**src/rtl/mult_share_arb_pkg.sv**
```systemverilog
// Shared definitions for the round-robin shared multiplier.
// Contents:
//   state_t - arbiter FSM encoding (IDLE, MUL, DONE)
//   idw_of  - requester-id width for a given requester count (clog2, floor of 1)
package mult_share_arb_pkg;

  typedef enum logic [1:0] {
    IDLE = 2'd0,
    MUL  = 2'd1,
    DONE = 2'd2
  } state_t;

  function automatic int idw_of(input int n);
    return (n <= 2) ? 1 : $clog2(n);
  endfunction

endpackage

```
**src/rtl/mult_share_arb_shift_add_mult.sv**
```systemverilog
// Iterative LSB-first shift-add multiplier, one partial product per cycle.
// Ports:
//   clk, rst   - clock, synchronous active-high reset
//   start      - load a/b and clear the accumulator; steps begin next cycle
//   a, b       - unsigned w-bit operands
//   done       - high during the final (w-th) step
//   prod       - accumulator value after the current step; the full product
//                while done is high
module shift_add_mult #(
  parameter int w = 4
) (
  input  logic           clk,
  input  logic           rst,
  input  logic           start,
  input  logic [w-1:0]   a,
  input  logic [w-1:0]   b,
  output logic           done,
  output logic [2*w-1:0] prod
);

  localparam int CW = (w > 1) ? $clog2(w) : 1;

  logic          r_run;
  logic [CW-1:0] r_cnt;
  logic [2*w-1:0] r_acc;
  logic [2*w-1:0] r_mcand;
  logic [w-1:0]   r_mplier;
  logic [2*w-1:0] w_acc_nxt;

  assign w_acc_nxt = r_acc + (r_mplier[0] ? r_mcand : '0);
  assign done      = r_run && (r_cnt == CW'(w - 1));
  // Exposing the next accumulator value lets the caller register the final
  // product on the same edge that completes the last step.
  assign prod      = w_acc_nxt;

  always_ff @(posedge clk) begin
    if (rst) begin
      r_run <= 1'b0;
      r_cnt <= '0;
      r_acc <= '0;
    end else if (start) begin
      r_run    <= 1'b1;
      r_cnt    <= '0;
      r_acc    <= '0;
      r_mcand  <= {{w{1'b0}}, a};
      r_mplier <= b;
    end else if (r_run) begin
      r_acc    <= w_acc_nxt;
      r_mcand  <= r_mcand << 1;
      r_mplier <= r_mplier >> 1;
      r_cnt    <= r_cnt + CW'(1);
      if (done) r_run <= 1'b0;
    end
  end

endmodule

```
**src/rtl/mult_share_arb.sv**
```systemverilog
// Round-robin arbiter sharing one shift-add multiplier among NREQ requesters.
// Ports:
//   clk, rst     - clock, synchronous active-high reset
//   req          - per-slot request vector
//   op_a, op_b   - packed operands, slot i at [i*w +: w]
//   gnt          - one-hot grant, combinational, in the operand-sampling cycle
//   busy         - high in MUL and DONE
//   res          - 2w-bit product, held until the next res_vld
//   res_vld      - one-cycle result strobe
//   res_id       - requester that owns res
module mult_share_arb
  import mult_share_arb_pkg::*;
#(
  parameter int w    = 4,
  parameter int NREQ = 2,
  parameter int IDW  = idw_of(NREQ)
) (
  input  logic              clk,
  input  logic              rst,
  input  logic [NREQ-1:0]   req,
  input  logic [NREQ*w-1:0] op_a,
  input  logic [NREQ*w-1:0] op_b,
  output logic [NREQ-1:0]   gnt,
  output logic              busy,
  output logic [2*w-1:0]    res,
  output logic              res_vld,
  output logic [IDW-1:0]    res_id
);

  state_t         r_state;
  logic [IDW-1:0] r_ptr;
  logic [IDW-1:0] r_owner;
  logic [2*w-1:0] r_res;
  logic           r_res_vld;
  logic [IDW-1:0] r_res_id;
  logic           r_busy;

  logic [IDW-1:0] w_sel;
  logic [IDW-1:0] w_cand;
  logic [IDW-1:0] w_ptr_nxt;
  logic           w_found;
  logic           w_start;
  logic           w_done;
  logic [2*w-1:0] w_prod;
  int             w_idx;
  logic [w-1:0]   w_a_arr [NREQ];
  logic [w-1:0]   w_b_arr [NREQ];

  for (genvar g = 0; g < NREQ; g++) begin : g_slot
    assign w_a_arr[g] = op_a[g*w +: w];
    assign w_b_arr[g] = op_b[g*w +: w];
  end

  // First set request scanning from r_ptr upward, wrapping modulo NREQ.
  always_comb begin
    w_found = 1'b0;
    w_sel   = '0;
    w_idx   = 0;
    w_cand  = '0;
    for (int k = 0; k < NREQ; k++) begin
      w_idx = int'(r_ptr) + k;
      if (w_idx >= NREQ) w_idx = w_idx - NREQ;
      w_cand = IDW'(w_idx);
      if (!w_found && req[w_cand]) begin
        w_found = 1'b1;
        w_sel   = w_cand;
      end
    end
    w_ptr_nxt = (int'(w_sel) == NREQ - 1) ? '0 : w_sel + IDW'(1);
    w_start   = (r_state == IDLE) && w_found;
    gnt       = '0;
    if (w_start) gnt[w_sel] = 1'b1;
  end

  shift_add_mult #(.w(w)) u_mult (
    .clk   (clk),
    .rst   (rst),
    .start (w_start),
    .a     (w_a_arr[w_sel]),
    .b     (w_b_arr[w_sel]),
    .done  (w_done),
    .prod  (w_prod)
  );

  always_ff @(posedge clk) begin
    if (rst) begin
      r_state   <= IDLE;
      r_ptr     <= '0;
      r_owner   <= '0;
      r_res     <= '0;
      r_res_vld <= 1'b0;
      r_res_id  <= '0;
      r_busy    <= 1'b0;
    end else begin
      case (r_state)
        IDLE: begin
          r_res_vld <= 1'b0;
          if (w_found) begin
            r_owner <= w_sel;
            r_ptr   <= w_ptr_nxt;
            r_busy  <= 1'b1;
            r_state <= MUL;
          end
        end
        MUL: begin
          if (w_done) begin
            r_res     <= w_prod;
            r_res_id  <= r_owner;
            r_res_vld <= 1'b1;
            r_state   <= DONE;
          end
        end
        DONE: begin
          r_res_vld <= 1'b0;
          r_busy    <= 1'b0;
          r_state   <= IDLE;
        end
        default: begin
          r_res_vld <= 1'b0;
          r_busy    <= 1'b0;
          r_state   <= IDLE;
        end
      endcase
    end
  end

  assign busy    = r_busy;
  assign res     = r_res;
  assign res_vld = r_res_vld;
  assign res_id  = r_res_id;

endmodule

```
**config.mk**
```make
export PLATFORM = sky130hd
export DESIGN_NAME = mult_share_arb
export DESIGN_NICKNAME = d
export VERILOG_FILES = /design/src/rtl/mult_share_arb_pkg.sv /design/src/rtl/mult_share_arb_shift_add_mult.sv /design/src/rtl/mult_share_arb.sv
export SDC_FILE = /design/constraint.sdc
export NUM_CORES = 1
export LEC_CHECK = 0
export CORE_MARGIN = 2
export CORE_UTILIZATION = 49
export CTS_BUF_LIST = sky130_fd_sc_hd__clkbuf_4
export DETAILED_ROUTE_END_ITERATION = 8
export GPL_ROUTABILITY_DRIVEN = 0
export PLACE_DENSITY_LB_ADDON = 0.12
export SYNTH_ARGS = -nofsm -noshare
export SYNTH_HDL_FRONTEND = slang
export SYNTH_SLANG_ARGS = --single-unit
```
**constraint.sdc**
```tcl
create_clock -name clk -period 2.1 [get_ports clk]
set_input_delay 0.21 -clock clk [delete_from_list [all_inputs] [get_ports clk]]
set_output_delay 0.21 -clock clk [all_outputs]
set_load 0.01 [all_outputs]
```
# --- Yosys cells after proc, flatten, opt, wreduce, memory -nomap -nowiden ---
# Index checks and enable logic that the tools add are counted.
classes:
  add_sub_neg: 6
  reduce_logical: 14
  n_eq_ne: 4
  n_lt_le_gt_ge: 7
  n_bitwise: 3
  n_mux: 33
op_table:
  columns: ["cell", "n"]
  rows:
  - ["$mux W4", 9]
  - ["$mux W1", 16]
  - ["$mux W8", 2]
  - ["$reduce_and A2 Y1", 5]
  - ["$add A8 B8 Y8", 1]
  - ["$lt A1 B2 Y1 const B", 3]
  - ["$mux W2", 3]
  - ["$ge A2 B2 Y1 const B", 2]
  - ["$logic_and A1 B1 Y1", 4]
  - ["$pmux W2 S2", 1]
  - ["$reduce_or A2 Y1", 2]
  - ["$add A1 B1 Y2 const B", 1]
  - ["$add A2 B1 Y2 const B", 1]
  - ["$eq A2 B1 Y1 const B", 1]
  - ["$eq A2 B2 Y1 const B", 1]
  - ["$ge A1 B2 Y1 const B", 1]
  - ["$logic_not A2 Y1", 1]
  - ["$ne A2 B1 Y1 const B", 1]
  - ["$ne A2 B2 Y1 const B", 1]
  - ["$not A1 Y1", 2]
  - ["$not A1 Y2", 1]
  - ["$pmux W1 S2", 1]
  - ["$reduce_bool A2 Y1", 1]
  - ["$sub A1 B1 Y1 const B", 2]
  - ["other kinds (4)", 4]
word_totals:
  inputBits: 20
  out_inout_bits: 13
  word_cells: 80
  regBits: 38

# --- Longest topological paths before layout ---
# Gate-level depths: netlist of run 1.
logic_depth:
  depth_word: 13
  ltp_mapped: 8
  ltp_nobuf: 8

# --- By module ---
# Synthesis of run 1 repeated with hierarchy kept, for this count alone.
unflattened:
  hier_cells: 188
  area_unflattened_um2: 1960.6
by_module_without_submodules:
  columns: ["mod", "area_per_inst_um2", "cells_each", "instances", "seq_area_each_um2"]
  rows:
  - ["shift_add_mult", 1292.5, 125, 1, 580.6]
  - ["mult_share_arb", 668.1, 63, 1, 300.3]

# --- Worst setup path after synthesis of run 1 ---
# Ideal clock, no wire load.
synth_path:
  kind: "register to register"
  start: "register u_mult.r_mplier[0]"
  end: "register u_mult.r_acc[6]"
  arrival_time_ps: 1949
  setup_slack_ps: 35
  path_buffers: 0
  stages_incl_launch_ff: 9
  required_time_ps: 1984
  setup_ps: 116
  path_cell_list: "edfxtp_1 -> and2_1 -> ha_1 -> fa_1 -> a21oi_1 -> o211ai_1 -> a21oi_1 -> xnor2_1 -> a41o_1"
synth_via:
  elab_chain_cells: 2
synth_rtl:
  columns: ["element", "line_no", "rtl"]
  rows:
  - ["start, declared", "mult_share_arb_shift_add_mult.sv:27", "logic [w-1:0] r_mplier;"]
  - ["start signal, assigned", "mult_share_arb_shift_add_mult.sv:50", "r_mplier <= r_mplier >> 1;"]
  - ["$mux W8", "mult_share_arb_shift_add_mult.sv:30", "assign w_acc_nxt = r_acc + (r_mplier[0] ? r_mcand : '0);"]
  - ["$add A8 B8 Y8", "mult_share_arb_shift_add_mult.sv:30", null]
  - ["end signal, assigned", "mult_share_arb_shift_add_mult.sv:48", "r_acc <= w_acc_nxt;"]
  - ["end, declared", "mult_share_arb_shift_add_mult.sv:25", "logic [2*w-1:0] r_acc;"]
# No other way between the ends.
# A chain may end at the register's enable or synchronous reset.

# --- Final worst setup path of run 1 ---
layout_path:
  start: "register u_mult.r_mplier[0]"
  end: "register r_res[7] (netlist: res[7])"
layout_via:
  elab_chain_cells: 2
layout_rtl:
  columns: ["element", "line_no", "rtl"]
  rows:
  - ["$mux W8", "mult_share_arb_shift_add_mult.sv:30", null]
  - ["$add A8 B8 Y8", "mult_share_arb_shift_add_mult.sv:30", null]
  - ["end signal, assigned", "mult_share_arb.sv:107", "r_res <= w_prod;"]
  - ["end, declared", "mult_share_arb.sv:33", "logic [2*w-1:0] r_res;"]
# No other way between the ends.

==> flow_summary.ini, run 1 <==
[outcome]
status = complete, no violations

[critical_path]
cp_max_fo = 4
r2r_start = u_mult.r_mplier[0]
critPathMaxStageDelay_ns = 0.43
path_class = flop to flop
crit_arrival_ns = 2.31
r2r_slack_ns = 0.04
end_kind = flop
crit_slowest_cell = edfxtp_1
cp.required_ns = 2.35
cp_cell_sequence = buf_6 > and2_4 > ha_4 > a211oi_4 > o311ai_4 > a31o_4 > a211o_1 > o2111a_1
start_kind = flop
ff2ff_path_depth = 8
r2r-end = res[7]

[worst_hold_path]
worstHoldStart = res_id
min_path_type = flop to flop
hold_depth = 2
hold_end = res_id

[final_layout]
final_nets = 263
regArea_um2 = 880.8
multi_input_area_um2 = 985.9
drive_gt1_share_pct = 22.98
fill_cells = 279
area_growth_pct = 37.84
diodes = 0

[synthesis]
synth.area.top_cells = dfxtp_1 (29%), edfxtp_1 (20%), ha_1 (5.5%), a21oi_1 (5.2%), nand2_1 (3.9%)
syn_area_per_cell_um2 = 9.975
yosysUniqueCellTypes = 40
syn-instance-count = 182
synth_fp_nets = 211
synthFlopType = dfxtp_1
synth_edf_count = 12
ys_seq_elements = 38
yosysWarnings = 0
async_reset_ff_share_pct = 0
seq_area_frac_synth_pct = 48.52
yosys.cell_count.top_type = dfxtp_1
yosys-top-cells-count = dfxtp_1 (26), a21oi_1 (19), nand2_1 (19), nor2_1 (17), inv_1 (13)
yosysTopAreaCell = dfxtp_1
synth_area_um2 = 1815
synth.top_cell.area_share_pct = 28.67

[route]
routed-via-count = 1546
firstDrtPassIters = 4
drtAntennaViolNets = 0
drc = 0
vias_per_cell = 5.463
drtIter0Drc = 78
wl_mm = 4.125
wire_per_inst_um = 14.58

[placed_design]
preCtsSetupSlack_ns = -0.05978
io_buffers = 32
hpwl_mm = 2.918

[timing]
max_freq_mhz = 485.6
slew_headroom_pct = 76.08
slew_viol_final = 0
min_period_ns = 2.059
setup_slack_ns = 0.04056
clock_skew_ns = 0.01214
setup_viol = 0
whs_ns = 0.4698
fin_crit_sh_pct = 98.07
finalHoldViolCount = 0
rsz0062_at_grt = true
worst_slew_pin_slew_ns = 0.3578

[die]
initial_core_util_pct = 50.35
core_um2 = 3606
fp.dieArea_um2 = 4208
rows = 22
die_w_um = 64.87
ioPinCount = 33
fp.dieH_um = 64.87

[clock_network]
ctsHoldBuffers = 0
cts_buffers = 5
clock_sinks = 38
cts_htree_levels = 2
clock_latency_ns = 0.35
clk_path_buf_depth = 2
clkTransAtPathRegs_ns = 0.11
root_buffer = clkbuf_4
cts_tree = built

[run]
cap_violations = 0

[power_and_ir_drop]
p_per_area_nw_per_um2 = 611.6
ir_drop_uv = 403.1
power_mw = 1.530
p_leak_nw = 1.022

[grt]
grt_pass1_vias = 1551
antenna_found_initial = 0
grt_util_all_layers_pct = 20.94
grt_max_degree = 19
gr-total-overflow = 0
grt_pass1_wl_mm = 6.782
-- cell type report --
class	instances	share of cell area [%]
clock buffer	5	1.500
clock inverter	3	0.6000
inverter	13	1.950
multi-input combinational	124	39.40
sequential	38	35.20
tap	48	2.400
timing repair buffer	52	18.95
-- state kept, by name, indices dropped and copies added (netlist names) --
signal / count
u_mult.r_mcand: 8
u_mult.r_mplier: 4
res_vld: 1
res: 8
r_state: 2
busy: 1
u_mult.r_run: 1
u_mult.r_cnt: 2
res_id: 1
r_owner: 1
r_ptr: 1
u_mult.r_acc: 8
-- power by group --
group          internal [mW]  switching (mW)
logic                  0.171           0.153
registers              0.804          0.0244
clock network          0.126           0.252
total                   1.10           0.430
-- through the flow --
step | instances | setup TNS (ns) | utilization [%] | area [um2]
after floorplan | 182 | 0 | - | 1815
after global placement | 269 | -0.01023 | 63.01 | 2272
after detailed placement | 269 | -0.1127 | 63.01 | 2272
after CTS | 280 | 0 | 66.00 | 2380
after global routing | 283 | -0.07367 | 69.40 | 2502
final | 283 | 0 | 69.40 | 2502
-- cell usage in the layout, fill, tap and decap left out, drive strengths merged, types with 8 or more instances in the layout --
master and n:
and2 11, ha 8, nand2 19, nor2 17
buf 20, dfxtp 26, clkdlybuf4s50 32, edfxtp 12
inv 14, a21oi 19
-- layer usage --
metal	up-vias	GRT usage [%]	wire length [um]	part of all wire (%)
li1	751	-	-	-
met4	0	10.11	61	1.5
met1	732	24.58	1822	44
met3	9	6.076	195	4.7
met5	-	0	0	0
met2	54	34.92	2045	50
-- timing repair --
item	4_1_cts	5_1_grt
setup buffers	3	3
pin swaps	2	11
endpoints found under the setup margin	3	6
gates resized for setup	4	21
-- worst max-delay path by stage --
stage | to | startpoint | slack, ns | depth (start not counted)
4_1_cts | res[7] | u_mult.r_mplier[0] | 0.01 | 9
3_5_place_dp | res[7] | u_mult.r_mplier[0] | -0.06 | 7
2_1_floorplan | u_mult.r_acc[6] | u_mult.r_mplier[0] | 0.03 | 8
3_3_place_gp | u_mult.r_acc[6] | u_mult.r_mplier[0] | -0.01 | 8
6_report | res[7] | u_mult.r_mplier[0] | 0.04 | 8
5_1_grt | res[7] | u_mult.r_mplier[0] | -0.03 | 8
-- critical path, delay by kind of cell, from the launching register on --
kind / cells / cell delay, ns
buffers and inverters: 1 / 0.15
AOI/OAI and AO/OA: 5 / 1.07
DFF: 1 / 0.43
and+or+nand+nor: 1 / 0.14
adders and majority gates: 1 / 0.18
-- kinds of logic (layout without fill, tap and decap cells) --
logic type               count (synthesis)  after routing  share of synthesized area (%)
AO/OA/AOI/OAI                           45             45                          19.30
buffers and inverters                   20             73                          4.273
flip-flops                              38             38                          48.52
adder cells (fa/ha/maj)                  9              9                          6.616
XOR/XNOR                                 5              5                          2.412
multiplexers                             6              6                          3.308
AND/OR/NAND/NOR                         59             59                          15.58
No activity file was read; power rests on OpenSTA's default activity.
==> inputs of run 2 (changes only) <==
CELL_PAD_IN_SITES_DETAIL_PLACEMENT = 0   (was not set)
CELL_PAD_IN_SITES_GLOBAL_PLACEMENT = 1   (was not set)
CORE_UTILIZATION = 37   (was 49)
==> flow_summary.ini, run 2 (synthesis gave the netlist of run 1 again) <==
[clock_network]
ctsHoldBuffers = 0
clkTransAtPathRegs_ns = 0.12
clk_path_buf_depth = 2
clock_latency_ns = 0.35
cts_htree_levels = 2
clock_sinks = 38
cts_tree = built
root_buffer = clkbuf_4
cts_buffers = 5

[critical_path]
crit_arrival_ns = 2.35
cp.required_ns = 2.35
end_kind = flop
r2r-end = u_mult.r_acc[7]
r2r_slack_ns = -0.002
ff2ff_path_depth = 8
cp_max_fo = 5
path_class = flop to flop
r2r_start = u_mult.r_mplier[0]
start_kind = flop

[timing]
slew_headroom_pct = 58.11
worst_slew_pin_slew_ns = 0.6261
max_freq_mhz = 475.8
finalHoldViolCount = 0
slew_viol_final = 0
setup_viol = 1
clock_skew_ns = 0.01150
min_period_ns = 2.102
rsz0062_at_grt = true
setup_slack_ns = -0.001689
fin_crit_sh_pct = 100.1
whs_ns = 0.4621

[route]
drtAntennaViolNets = 0
wire_per_inst_um = 13.59
routed-via-count = 1496
vias_per_cell = 4.937
drtIter0Drc = 86
wl_mm = 4.117
firstDrtPassIters = 5
drc = 0

[final_layout]
regArea_um2 = 880.8
mostFrequentLayoutCell = clkdlybuf4s50_1
final_cell_mix = clkdlybuf4s50_1 (32), dfxtp_1 (26), buf_4 (21)
multi_input_area_um2 = 999.7
drive_gt1_share_pct = 24.58
final_util_pct = 54.49
area_growth_pct = 41.76
fill_cells = 427
final_nets = 264
diodes = 0

[die]
fp.dieArea_um2 = 5483
fp.dieH_um = 74.05
rows = 25
initial_core_util_pct = 38.44
die_w_um = 74.05
ioPinCount = 33
core_um2 = 4723

[placed_design]
hpwl_mm = 2.963
io_buffers = 32

[grt]
grt_util_all_layers_pct = 16.80
grt_pass1_wl_mm = 6.844
gr-total-overflow = 0
antenna_found_initial = 0
grt_max_degree = 19
grt_pass1_vias = 1503

[power_and_ir_drop]
p_leak_nw = 1.034
power_mw = 1.667
p_per_area_nw_per_um2 = 647.6
ir_drop_uv = 338.4

[outcome]
status = finished, violations left
violations = negative setup slack

[worst_hold_path]
min_path_type = flop to flop
worstHoldStart = res_id
hold_end = res_id
hold_depth = 2

[run]
cap_violations = 0
[run 2: worst max-delay path, stage by stage, from the launching register on]
cell      delay [ns]
edfxtp_1        0.48
buf_4           0.18
and2_4          0.13
ha_4            0.27
nand2_2         0.08
o311ai_4        0.32
a31o_4          0.22
a311oi_2        0.09
a41o_2          0.25
[run 2: layout make-up]
type / count / share of cell area, %
Tap cell: 67 / 3.257
Inverter: 13 / 1.896
Multi-Input combinational cell: 124 / 38.84
Sequential cell: 38 / 34.22
Timing Repair Buffer: 53 / 18.57
Clock inverter: 1 / 1.167
Clock buffer: 7 / 2.042
[run 2: repair_timing]
item | 4_1_cts | 5_1_grt
resized for setup | 12 | 14
pin swaps | 9 | 13
endpoints found under the setup margin | 6 | 8
buffers inserted | 3 | 5
hold endpoints to repair | 0 | 0
gates cloned | 0 | 0
[run 2: per-stage QoR]
step | setup slack (ns) | area, um2 | TNS, ns | std cells
6_report | -0.001689 | 2574 | -0.001689 | 303
2_1_floorplan | 0.03488 | 1815 | 0 | 182
3_5_place_dp | -0.1195 | 2288 | -0.2570 | 287
4_1_cts | 0.01120 | 2450 | 0 | 298
3_3_place_gp | -0.03537 | 2288 | -0.03537 | 287
5_1_grt | -0.1465 | 2574 | -0.7365 | 303
[run 2: worst max path at each step]
stage,slack (ns),startpoint,end
floorplan,0.03,u_mult.r_mplier[0],u_mult.r_acc[6]
global placement,-0.04,u_mult.r_mplier[0],u_mult.r_acc[6]
detailed placement,-0.12,u_mult.r_mplier[0],u_mult.r_acc[6]
CTS,0.01,u_mult.r_mplier[0],u_mult.r_acc[6]
global route,-0.15,u_mult.r_mplier[0],u_mult.r_acc[6]
finish,-0.002,u_mult.r_mplier[0],u_mult.r_acc[7]
[run 2: where the power goes]
group	total (mW)	switching [mW]	internal (mW)
clock network	0.517	0.238	0.279
registers	0.826	0.0226	0.804
logic	0.323	0.152	0.171
total	1.67	0.413	1.25
[run 2: per-layer routing]
metal / vias up / routed length, um / GRT usage [%] / part of all wire [%]
li1: 748 / - / - / -
met1: 707 / 1721 / 19.05 / 42
met4: 0 / 69 / 6.667 / 1.7
met2: 35 / 2180 / 30.06 / 53
met5: - / 0 / 0 / 0
met3: 6 / 146 / 4.336 / 3.5
==> inputs of run 3 (changes only) <==
SETUP_SLACK_MARGIN = 0.3   (was not set)
==> flow_summary.ini, run 3 (synthesis gave the netlist of run 1 again) <==
[timing]
min_period_ns = 2.143
rsz0062_at_grt = true
slew_viol_final = 0
fin_setup_tns_ns = -0.04452
slew_headroom_pct = 74.33
finalHoldViolCount = 0
max_freq_mhz = 466.7
worst_slew_pin_slew_ns = 0.3839
fin_crit_sh_pct = 102.0
clock_skew_ns = 0.007393
setup_viol = 2
setup_slack_ns = -0.04258

[final_layout]
mostFrequentLayoutCell = clkdlybuf4s50_1
diodes = 0
area_growth_pct = 41.97
instances_no_fill = 300
final_cell_mix = clkdlybuf4s50_1 (30), dfxtp_1 (25), nor2_1 (17), nand2_1 (17), a21oi_1 (16)
drive_gt1_share_pct = 24.89
final_nets = 261

[worst_hold_path]
hold_depth = 2
hold_end = res_id
worstHoldStart = r_owner
min_path_type = flop to flop

[route]
vias_per_cell = 4.990
firstDrtPassIters = 6
drtIter0Drc = 111
drtAntennaViolNets = 0
routed-via-count = 1497
wl_mm = 4.171
drc = 0
wire_per_inst_um = 13.90

[placed_design]
preCtsSetupSlack_ns = 0.002250
hpwl_mm = 3.015
io_buffers = 32
place_inst = 284

[power_and_ir_drop]
power_mw = 1.658
ir_drop_uv = 263.0
p_per_area_nw_per_um2 = 643.4
p_leak_nw = 1.040

[clock_network]
cts_htree_levels = 2
root_buffer = clkbuf_4
clk_path_buf_depth = 2
cts_tree = built
clock_sinks = 38
cts_buffers = 5
clock_latency_ns = 0.34
clkTransAtPathRegs_ns = 0.13

[critical_path]
path_class = flop to flop
cp_max_fo = 5
r2r-end = res[7]
r2r_start = u_mult.r_mplier[0]
ff2ff_path_depth = 8
crit_arrival_ns = 2.39
start_kind = flop
cp.required_ns = 2.35
r2r_slack_ns = -0.04
end_kind = flop

[run]
cap_violations = 0

[outcome]
status = finished, violations left
violations = negative setup slack

[grt]
grt_pass1_vias = 1493
grt_max_degree = 19
grt_util_all_layers_pct = 16.47
antenna_found_initial = 0
gr-total-overflow = 0
grt_pass1_wl_mm = 6.789

[die]
ioPinCount = 33
rows = 25
die_w_um = 74.05
core_um2 = 4723
fp.dieArea_um2 = 5483
initial_core_util_pct = 38.44
fp.dieH_um = 74.05
run 3: layout make-up:
class	count	area [um2]
Fill cell	406	2146
Multi-Input combinational cell	124	1017
Sequential cell	38	882.1
Timing Repair Buffer	50	464.2
Tap cell	67	83.83
Inverter	13	48.80
Clock inverter	3	43.79
Clock buffer	5	37.54
run 3: worst max-delay path by stage:
stage	from	to	cells after the start
final	u_mult.r_mplier[0]	res[7]	8
after detailed placement	u_mult.r_mplier[0]	res[7]	7
after global routing	u_mult.r_mplier[0]	res[7]	8
after global placement	u_mult.r_mplier[0]	res[7]	7
after CTS	u_mult.r_mplier[0]	u_mult.r_acc[6]	8
after floorplan	u_mult.r_mplier[0]	res[7]	7
run 3: metrics by stage:
stage,area [um2],utilization [%],hold WS [ns]
after detailed placement,2321,49.14,0.4468
final,2577,54.57,0.4546
after floorplan,1871,-,0.4043
after global routing,2577,54.57,0.4808
after global placement,2321,49.14,0.4427
after CTS,2514,53.22,0.4513
run 3: what timing repair did:
action	CTS	global route
hold buffers	0	0
resized for setup	17	9
setup buffers	6	2
setup endpoints to repair	10	12
pin swaps	14	8
run 3: routing by layer:
layer | GRT usage (%) | share of wire (%)
met2 | 28.77 | 51
met1 | 19.86 | 45
met5 | 0 | 0
met3 | 4.065 | 3.1
met4 | 5.455 | 1.6
run 3: critical path, cell delays in order (launching register included):
cell and delay (ns):
edfxtp_1 0.47, buf_6 0.16, and2_1 0.15, ha_2 0.38, o21ai_0 0.11, a21oi_1 0.23, o21ai_2 0.13, a211o_1 0.31
o2111a_1 0.12
run 3: report_power, final:
part	switching, mW	total, mW	internal [mW]
clock	0.257	0.508	0.251
combinational	0.154	0.322	0.167
sequential	0.0246	0.828	0.804
